### config.mk
export PLATFORM = sky130hd
export DESIGN_NAME = nonce_scanner
export DESIGN_NICKNAME = d
export VERILOG_FILES = /design/src/rtl/scan_pkg.sv /design/src/rtl/scan_hit_fifo.sv /design/src/rtl/nonce_scanner.sv
export SDC_FILE = /design/constraint.sdc
export NUM_CORES = 2
export LEC_CHECK = 0
export ABC_AREA = 1
export CAP_MARGIN = 5
export CORE_AREA = 2 2 621 623
export DETAILED_ROUTE_END_ITERATION = 10
export DIE_AREA = 0 0 623 625
export PLACE_DENSITY_LB_ADDON = 0.2
export SYNTH_ARGS = -nofsm -noshare
export SYNTH_HDL_FRONTEND = slang
export SYNTH_HIERARCHICAL = 1
export SYNTH_SLANG_ARGS = --single-unit
### constraint.sdc
create_clock -name CLK -period 8.7 [get_ports CLK]
set_input_delay 2.61 -clock CLK [delete_from_list [all_inputs] [get_ports CLK]]
set_output_delay 2.61 -clock CLK [all_outputs]
set_load 0.05 [all_outputs]
### src/rtl/scan_pkg.sv
// Shared types and constants for the nonce scanner and its hit FIFO.
package scan_pkg;

  localparam int NONCE_W  = 32;
  localparam int TAIL_W   = 96;
  localparam int BLOCK_W  = 128;
  localparam int DIGEST_W = 256;

  typedef enum logic [1:0] {
    ST_IDLE  = 2'd0,
    ST_SWEEP = 2'd1,
    ST_DRAIN = 2'd2,
    ST_DONE  = 2'd3
  } scan_state_e;

  // Reverse the byte order of a nonce (little-endian header field).
  function automatic logic [NONCE_W-1:0] bswap32(input logic [NONCE_W-1:0] n);
    return {n[7:0], n[15:8], n[23:16], n[31:24]};
  endfunction

endpackage

### src/rtl/scan_hit_fifo.sv
// Synchronous FIFO holding winning nonces until the host pops them.
// A push while full is accepted only if a pop happens in the same cycle.
module scan_hit_fifo
  import scan_pkg::*;
#(
  parameter int FIFO_DEPTH = 4
) (
  input  logic               clk,
  input  logic               rst_n,
  input  logic               push_i,
  input  logic [NONCE_W-1:0] data_i,
  input  logic               pop_i,
  output logic [NONCE_W-1:0] data_o,
  output logic               full_o,
  output logic               empty_o
);

  localparam int AW = $clog2(FIFO_DEPTH);

  logic [NONCE_W-1:0] mem_q [FIFO_DEPTH];
  logic [AW:0]        wr_ptr_q;
  logic [AW:0]        rd_ptr_q;
  logic               do_push;
  logic               do_pop;

  // Extra pointer MSB distinguishes full from empty when the indices match.
  assign empty_o = (wr_ptr_q == rd_ptr_q);
  assign full_o  = (wr_ptr_q[AW] != rd_ptr_q[AW]) &&
                   (wr_ptr_q[AW-1:0] == rd_ptr_q[AW-1:0]);
  assign do_pop  = pop_i && !empty_o;
  assign do_push = push_i && (!full_o || do_pop);

  // Head is forced to zero when empty so the host never sees stale data.
  assign data_o  = empty_o ? '0 : mem_q[rd_ptr_q[AW-1:0]];

  // Pointer update.
  always_ff @(posedge clk or negedge rst_n) begin
    // NOTE: sequential state uses non-blocking assignments so every register samples pre-edge values.
    if (!rst_n) begin
      wr_ptr_q <= '0;
      rd_ptr_q <= '0;
    end else begin
      if (do_push) wr_ptr_q <= wr_ptr_q + 1'b1;
      if (do_pop)  rd_ptr_q <= rd_ptr_q + 1'b1;
    end
  end

  // Storage write.
  always_ff @(posedge clk) begin
    // NOTE: the storage array is not reset; empty pointers already make its contents unobservable.
    if (do_push) mem_q[wr_ptr_q[AW-1:0]] <= data_i;
  end

endmodule

### src/rtl/nonce_scanner.sv
// Mining job sequencer: feeds sha256_2_pipeline one block per cycle with an
// incrementing nonce, matches returned digests to nonces by in-order
// counting, compares against the target and queues winners in a hit FIFO.
// Optional build macro NONCE_BSWAP_EN: byte-swap the nonce placed in the
// block (hit_nonce still reports the unswapped counter).
module nonce_scanner
  import scan_pkg::*;
#(
  parameter int FIFO_DEPTH = 4,
  parameter int OUT_W      = 8
) (
  input  logic                CLK,
  input  logic                RST,
  input  logic                start,
  input  logic                stop,
  input  logic [DIGEST_W-1:0] midstate_in,
  input  logic [TAIL_W-1:0]   tail_in,
  input  logic [NONCE_W-1:0]  nonce_start,
  input  logic [NONCE_W-1:0]  nonce_end,
  input  logic [DIGEST_W-1:0] target_in,
  output logic                pipe_write_en,
  output logic [DIGEST_W-1:0] pipe_digest_initial,
  output logic [DIGEST_W-1:0] pipe_digest,
  output logic [BLOCK_W-1:0]  pipe_block,
  input  logic [DIGEST_W-1:0] pipe_result,
  input  logic                pipe_valid,
  output logic                busy,
  output logic                done,
  output logic                hit_valid,
  output logic [NONCE_W-1:0]  hit_nonce,
  input  logic                hit_ready,
  output logic                hit_overflow
);

  scan_state_e         state_q;
  logic [DIGEST_W-1:0] mid_q;
  logic [TAIL_W-1:0]   tail_q;
  logic [NONCE_W-1:0]  end_q;
  logic [DIGEST_W-1:0] target_q;
  logic [NONCE_W-1:0]  issue_nonce_q;
  logic [NONCE_W-1:0]  res_nonce_q;
  logic [OUT_W-1:0]    inflight_q;
  logic [OUT_W-1:0]    inflight_d;
  logic                write_en_q;
  logic                done_q;
  logic                overflow_q;
  logic                cmp_valid_q;
  logic                cmp_hit_q;
  logic [NONCE_W-1:0]  cmp_nonce_q;

  logic                job_start;
  logic                issue;
  logic                ret;
  logic                hit_push;
  logic                hit_pop;
  logic                fifo_full;
  logic                fifo_empty;
  logic [NONCE_W-1:0]  block_nonce;

  assign job_start = (state_q == ST_IDLE) && start;
  assign issue     = write_en_q;
  // Returns only count while a job is active; stray valids elsewhere are ignored.
  assign ret       = pipe_valid && ((state_q == ST_SWEEP) || (state_q == ST_DRAIN));
  assign hit_push  = cmp_valid_q && cmp_hit_q;
  assign hit_pop   = hit_ready && hit_valid;

  // Simultaneous issue and return cancel out.
  assign inflight_d = inflight_q + {{(OUT_W-1){1'b0}}, issue}
                                 - {{(OUT_W-1){1'b0}}, ret};

`ifdef NONCE_BSWAP_EN
  assign block_nonce = bswap32(issue_nonce_q);
`else
  assign block_nonce = issue_nonce_q;
`endif

  assign pipe_write_en       = write_en_q;
  assign pipe_digest_initial = mid_q;
  assign pipe_digest         = mid_q;
  assign pipe_block          = {tail_q, block_nonce};
  assign busy                = (state_q != ST_IDLE);
  assign done                = done_q;
  assign hit_overflow        = overflow_q;
  assign hit_valid           = !fifo_empty;

  // Job FSM: latches the job, sweeps the nonce range, waits for drain, pulses done.
  always_ff @(posedge CLK or negedge RST) begin
    if (!RST) begin
      state_q       <= ST_IDLE;
      mid_q         <= '0;
      tail_q        <= '0;
      end_q         <= '0;
      target_q      <= '0;
      issue_nonce_q <= '0;
      write_en_q    <= 1'b0;
      done_q        <= 1'b0;
    end else begin
      case (state_q)
        ST_IDLE: begin
          if (start) begin
            mid_q         <= midstate_in;
            tail_q        <= tail_in;
            end_q         <= nonce_end;
            target_q      <= target_in;
            issue_nonce_q <= nonce_start;
            write_en_q    <= 1'b1;
            state_q       <= ST_SWEEP;
          end
        end
        ST_SWEEP: begin
          // The nonce on the bus this cycle is issued even when stopping.
          issue_nonce_q <= issue_nonce_q + 1'b1;
          if ((issue_nonce_q == end_q) || stop) begin
            write_en_q <= 1'b0;
            state_q    <= ST_DRAIN;
          end
        end
        ST_DRAIN: begin
          if ((inflight_q == '0) && !cmp_valid_q) begin
            done_q  <= 1'b1;
            state_q <= ST_DONE;
          end
        end
        ST_DONE: begin
          done_q  <= 1'b0;
          state_q <= ST_IDLE;
        end
        default: state_q <= ST_IDLE;
      endcase
    end
  end

  // In-flight counting and the registered target compare for each returned digest.
  always_ff @(posedge CLK or negedge RST) begin
    if (!RST) begin
      inflight_q  <= '0;
      res_nonce_q <= '0;
      cmp_valid_q <= 1'b0;
      cmp_hit_q   <= 1'b0;
      cmp_nonce_q <= '0;
    end else begin
      inflight_q <= inflight_d;
      if (job_start) begin
        res_nonce_q <= nonce_start;
      end else if (ret) begin
        res_nonce_q <= res_nonce_q + 1'b1;
      end
      cmp_valid_q <= ret;
      if (ret) begin
        cmp_hit_q   <= (pipe_result <= target_q);
        cmp_nonce_q <= res_nonce_q;
      end
    end
  end

  // Sticky overflow flag: set when a hit is dropped, cleared by a new job.
  always_ff @(posedge CLK or negedge RST) begin
    if (!RST) begin
      overflow_q <= 1'b0;
    end else if (job_start) begin
      overflow_q <= 1'b0;
    end else if (hit_push && fifo_full && !hit_pop) begin
      overflow_q <= 1'b1;
    end
  end

  scan_hit_fifo #(
    .FIFO_DEPTH (FIFO_DEPTH)
  ) u_hit_fifo (
    .clk     (CLK),
    .rst_n   (RST),
    .push_i  (hit_push),
    .data_i  (cmp_nonce_q),
    .pop_i   (hit_pop),
    .data_o  (hit_nonce),
    .full_o  (fifo_full),
    .empty_o (fifo_empty)
  );

endmodule

==> metrics.yaml <==
grt_pass1_wl_um: 407400
swShare_pct: 52.34
row_count: 228
die_w_um: 623
drt-total-wl_um: 315400
grt_start_max_net_pins: 179
cts_made_buffers: 136
nets: 7702
relSlewSlack_pct: 25.71
powerDensity_mw_per_mm2: 435.4
pwr-share-comb_pct: 54.6
hpwl_um: 261100
synthAdderAreaFrac_pct: 7.977
nFillCells: 42670
synth_xor_area_share_pct: 1.330
synth_most_common_cell: "nand2_1"
power.total_mw: 30.04
slew_violations: 0
syn_nets: 6339
cts_setup_buffers: 0
p_sw_mw: 15.72
power.leakage_nw: 29.92
reg2reg_from: "u_hit_fifo/rd_ptr_q[1]$_DFFE_PN0P_"
avgSynthCellArea_um2: 8.588
p_clk_share_pct: 19.1
synth-compound-area-share_pct: 8.534
clock.fmax_mhz: 154.9
synth_top_family_by_area: "simple AND/OR/NAND/NOR gates"
cp_max_fo: 40
synth_flop_cell: "dfrtp_1"
synthTopCellsByCount: "nand2_1, dfrtp_1, inv_1"
grt_pass1_vias: 41370
firstDrtPassIters: 6
p_int_mw: 14.32
yosysTopAreaCell: "dfrtp_1"
period_needed_ps: 6454
vias: 41100
synth_mux_area_share_pct: 0
synthCells: 5125
cts_tree: "done"
rsz0062_at_grt: "no"
dieArea_mm2: 0.3894
rr_endpoint: "u_hit_fifo/mem_q[1][6]$_DFFE_PP_"
synth_edf_count: 128
status: "finished, final reports clean"
ys_types: 52
cp.required_ps: 6090
worstPathCellList: "buf_4, o21ai_0, o21ai_1, nand2_1, inv_1, clkdlybuf4s50_1"
worst_slack_ps: 2246
critPathTopFamily: "buffers and inverters"
reg2reg_depth: 9
setup_tns_ps: 0
skew_ps: 82.38
vias_per_cell: 3.513
startpoint_type: "register"
core_mm2: 0.3837
r2r_slack_ps: 4590
cpPeakStageDelay_ps: 970
slowest_stage: "dfrtp_1"
die_h_um: 625
crit_type: "reg -> out"
min_to: "u_hit_fifo/mem_q[2][4]$_DFFE_PP_"
synth_warnings: 6
first_iter_violations: 2778
postRouteAntennaNets: 0
syn_area_mm2: 0.04401
ys_async_sr_fraction_pct: 85.54
area_growth_pct: 56.76
antenna_found_initial: 209
grt_usage_pct: 15.61
cap_viol_max_count: 0
yosys-top-cells-area: "dfrtp_1, nand2_1, edfxtp_1"
hold_viol: 0
setup_violations: 0
synth_seq_cells: 885
postCtsResizedCells: 0
clock_path_buffers: 4
ios: 1611
clock_tree.root_cell: "clkbuf_16"
synth_simple_gate_area_share_pct: 20.22
cts.hold.buffers_added: 0
hold_path_class: "reg -> reg"
vdd_ir_drop_max_mv: 0.3242
hold_ws_ps: 461.3
min_from: "cmp_nonce_q[4]$_DFFE_PN0P_"
cp.buffers_inverters: 3
cp-startpoint: "u_hit_fifo/rd_ptr_q[1]$_DFFE_PN0P_"
gr-total-overflow: 0
cts_max_level: 4
numClockSinks: 885
place_ws_ps: 2720
drc: 0
worstMarginPinSlew_ps: 1114
clk_latency_ps: 870
start_util_pct: 11.47
io_buffer_count: 1610
clk_pin_slew_ps: 50
seq_power_share_pct: 26.3
hold_depth: 0
yosys.area.top_type_share_pct: 43.04
gp_congestion: 0.9331
finalCritPeriodShare_pct: 74.19
cp-end-kind: "primary output"
wire_per_inst_um: 26.96
layout-drive-gt1-share_pct: 4.736
arrival_ps: 3840
final_util_pct: 17.98
synth-seq-area-share_pct: 51.77
-- cell usage in the layout (no fill, tap or decap), types with 16 or more instances in the layout --
master	Yosys	layout
nand2_1	1854	1852
o21ai_1	31	31
clkbuf_16	0	140
ha_1	279	279
nand4_1	30	30
nor3_1	36	35
buf_4	261	52
nand3_1	51	51
dfrtp_1	757	757
o22ai_1	16	16
clkbuf_1	159	28
clkdlybuf4s50_1	0	1609
clkinv_2	0	19
clkbuf_8	0	19
inv_1	462	461
o21ai_0	457	456
xor2_1	52	52
diode_2	0	50
nor2_1	238	235
a21oi_1	156	156
edfxtp_1	128	128
-- layout make-up --
class                      count  area [um^2]  area share [%]
antenna                       50        125.1          0.1813
clock buffer                 187         3870           5.609
clock inverter                51        580.6          0.8414
inverter                     465         1753           2.541
multi-input combinational   3325        16790           24.33
sequential                   885        22790           33.03
tap                         5060         6331           9.176
timing repair buffer        1675        16760           24.29
-- per-layer routing --
metal,global-route usage (%),up-vias,wire length (um)
met2,25.26,1641,145300
met1,20.24,19990,137600
met3,4.192,514,22450
met4,4.519,68,9579
met5,0,-,425
li1,-,18890,-
-- power groups by stage --
stage / combinational [mW] / clock (mW) / sequential, mW
final: 16.4 / 5.75 / 7.91
after global routing: 17.6 / 6.14 / 8.10
after CTS: 16.7 / 6.01 / 7.93
after detailed placement: 16.6 / 0 / 7.96
after global placement: 16.6 / 0 / 7.97
after floorplan: 7.77 / 0 / 9.92
-- kinds of logic (layout without fill, tap and decap cells) --
logic type      Yosys count  count (layout)
simple gates           2263            2263
fa+ha+maj               280             280
other cells               0              50
flops                   885             885
compound gates          716             716
buf+inv                 915            2378
xor+xnor                 66              66
-- worst reg2reg max path, cell delays in order (launching register included) --
cell	delay, ps
dfrtp_1	970
xnor2_2	270
nand3_4	490
inv_1	170
nor2_1	520
inv_1	170
nand4_4	160
nand2_2	110
nor2_2	310
buf_4	490
-- state kept, by name, summed over array words and instances (netlist names) --
register / flops
end_q: 32
res_nonce_q: 32
u_hit_fifo/mem_q: 128
cmp_nonce_q: 32
pipe_digest: 256
cmp_valid_q: 1
inflight_q: 8
u_hit_fifo/wr_ptr_q: 3
target_q: 256
hit_overflow: 1
cmp_hit_q: 1
block_nonce: 32
pipe_write_en: 1
tail_q: 96
u_hit_fifo/rd_ptr_q: 3
done: 1
state_q: 2
-- how the worst max path moves through the flow --
| stage | cells after the start | end | slack, ps |
|---|---|---|---|
| after floorplan | 6 | u_hit_fifo/mem_q[0][0]$_DFFE_PP_ | 3740 |
| after global placement | 9 | cmp_hit_q$_DFFE_PN0P_ | 2000 |
| after detailed placement | 13 | cmp_hit_q$_DFFE_PN0P_ | 2720 |
| after CTS | 6 | hit_nonce[0] | 1960 |
| after global routing | 6 | hit_nonce[0] | 1880 |
| final | 6 | hit_nonce[0] | 2250 |
-- per-stage QoR --
step,std cells,cell area [um^2]
2_1_floorplan,5125,44010
3_3_place_gp,11410,64390
3_5_place_dp,11410,64420
4_1_cts,11650,68870
5_1_grt,11680,68940
6_report,11700,68990
(Power assumes the default switching activity.)
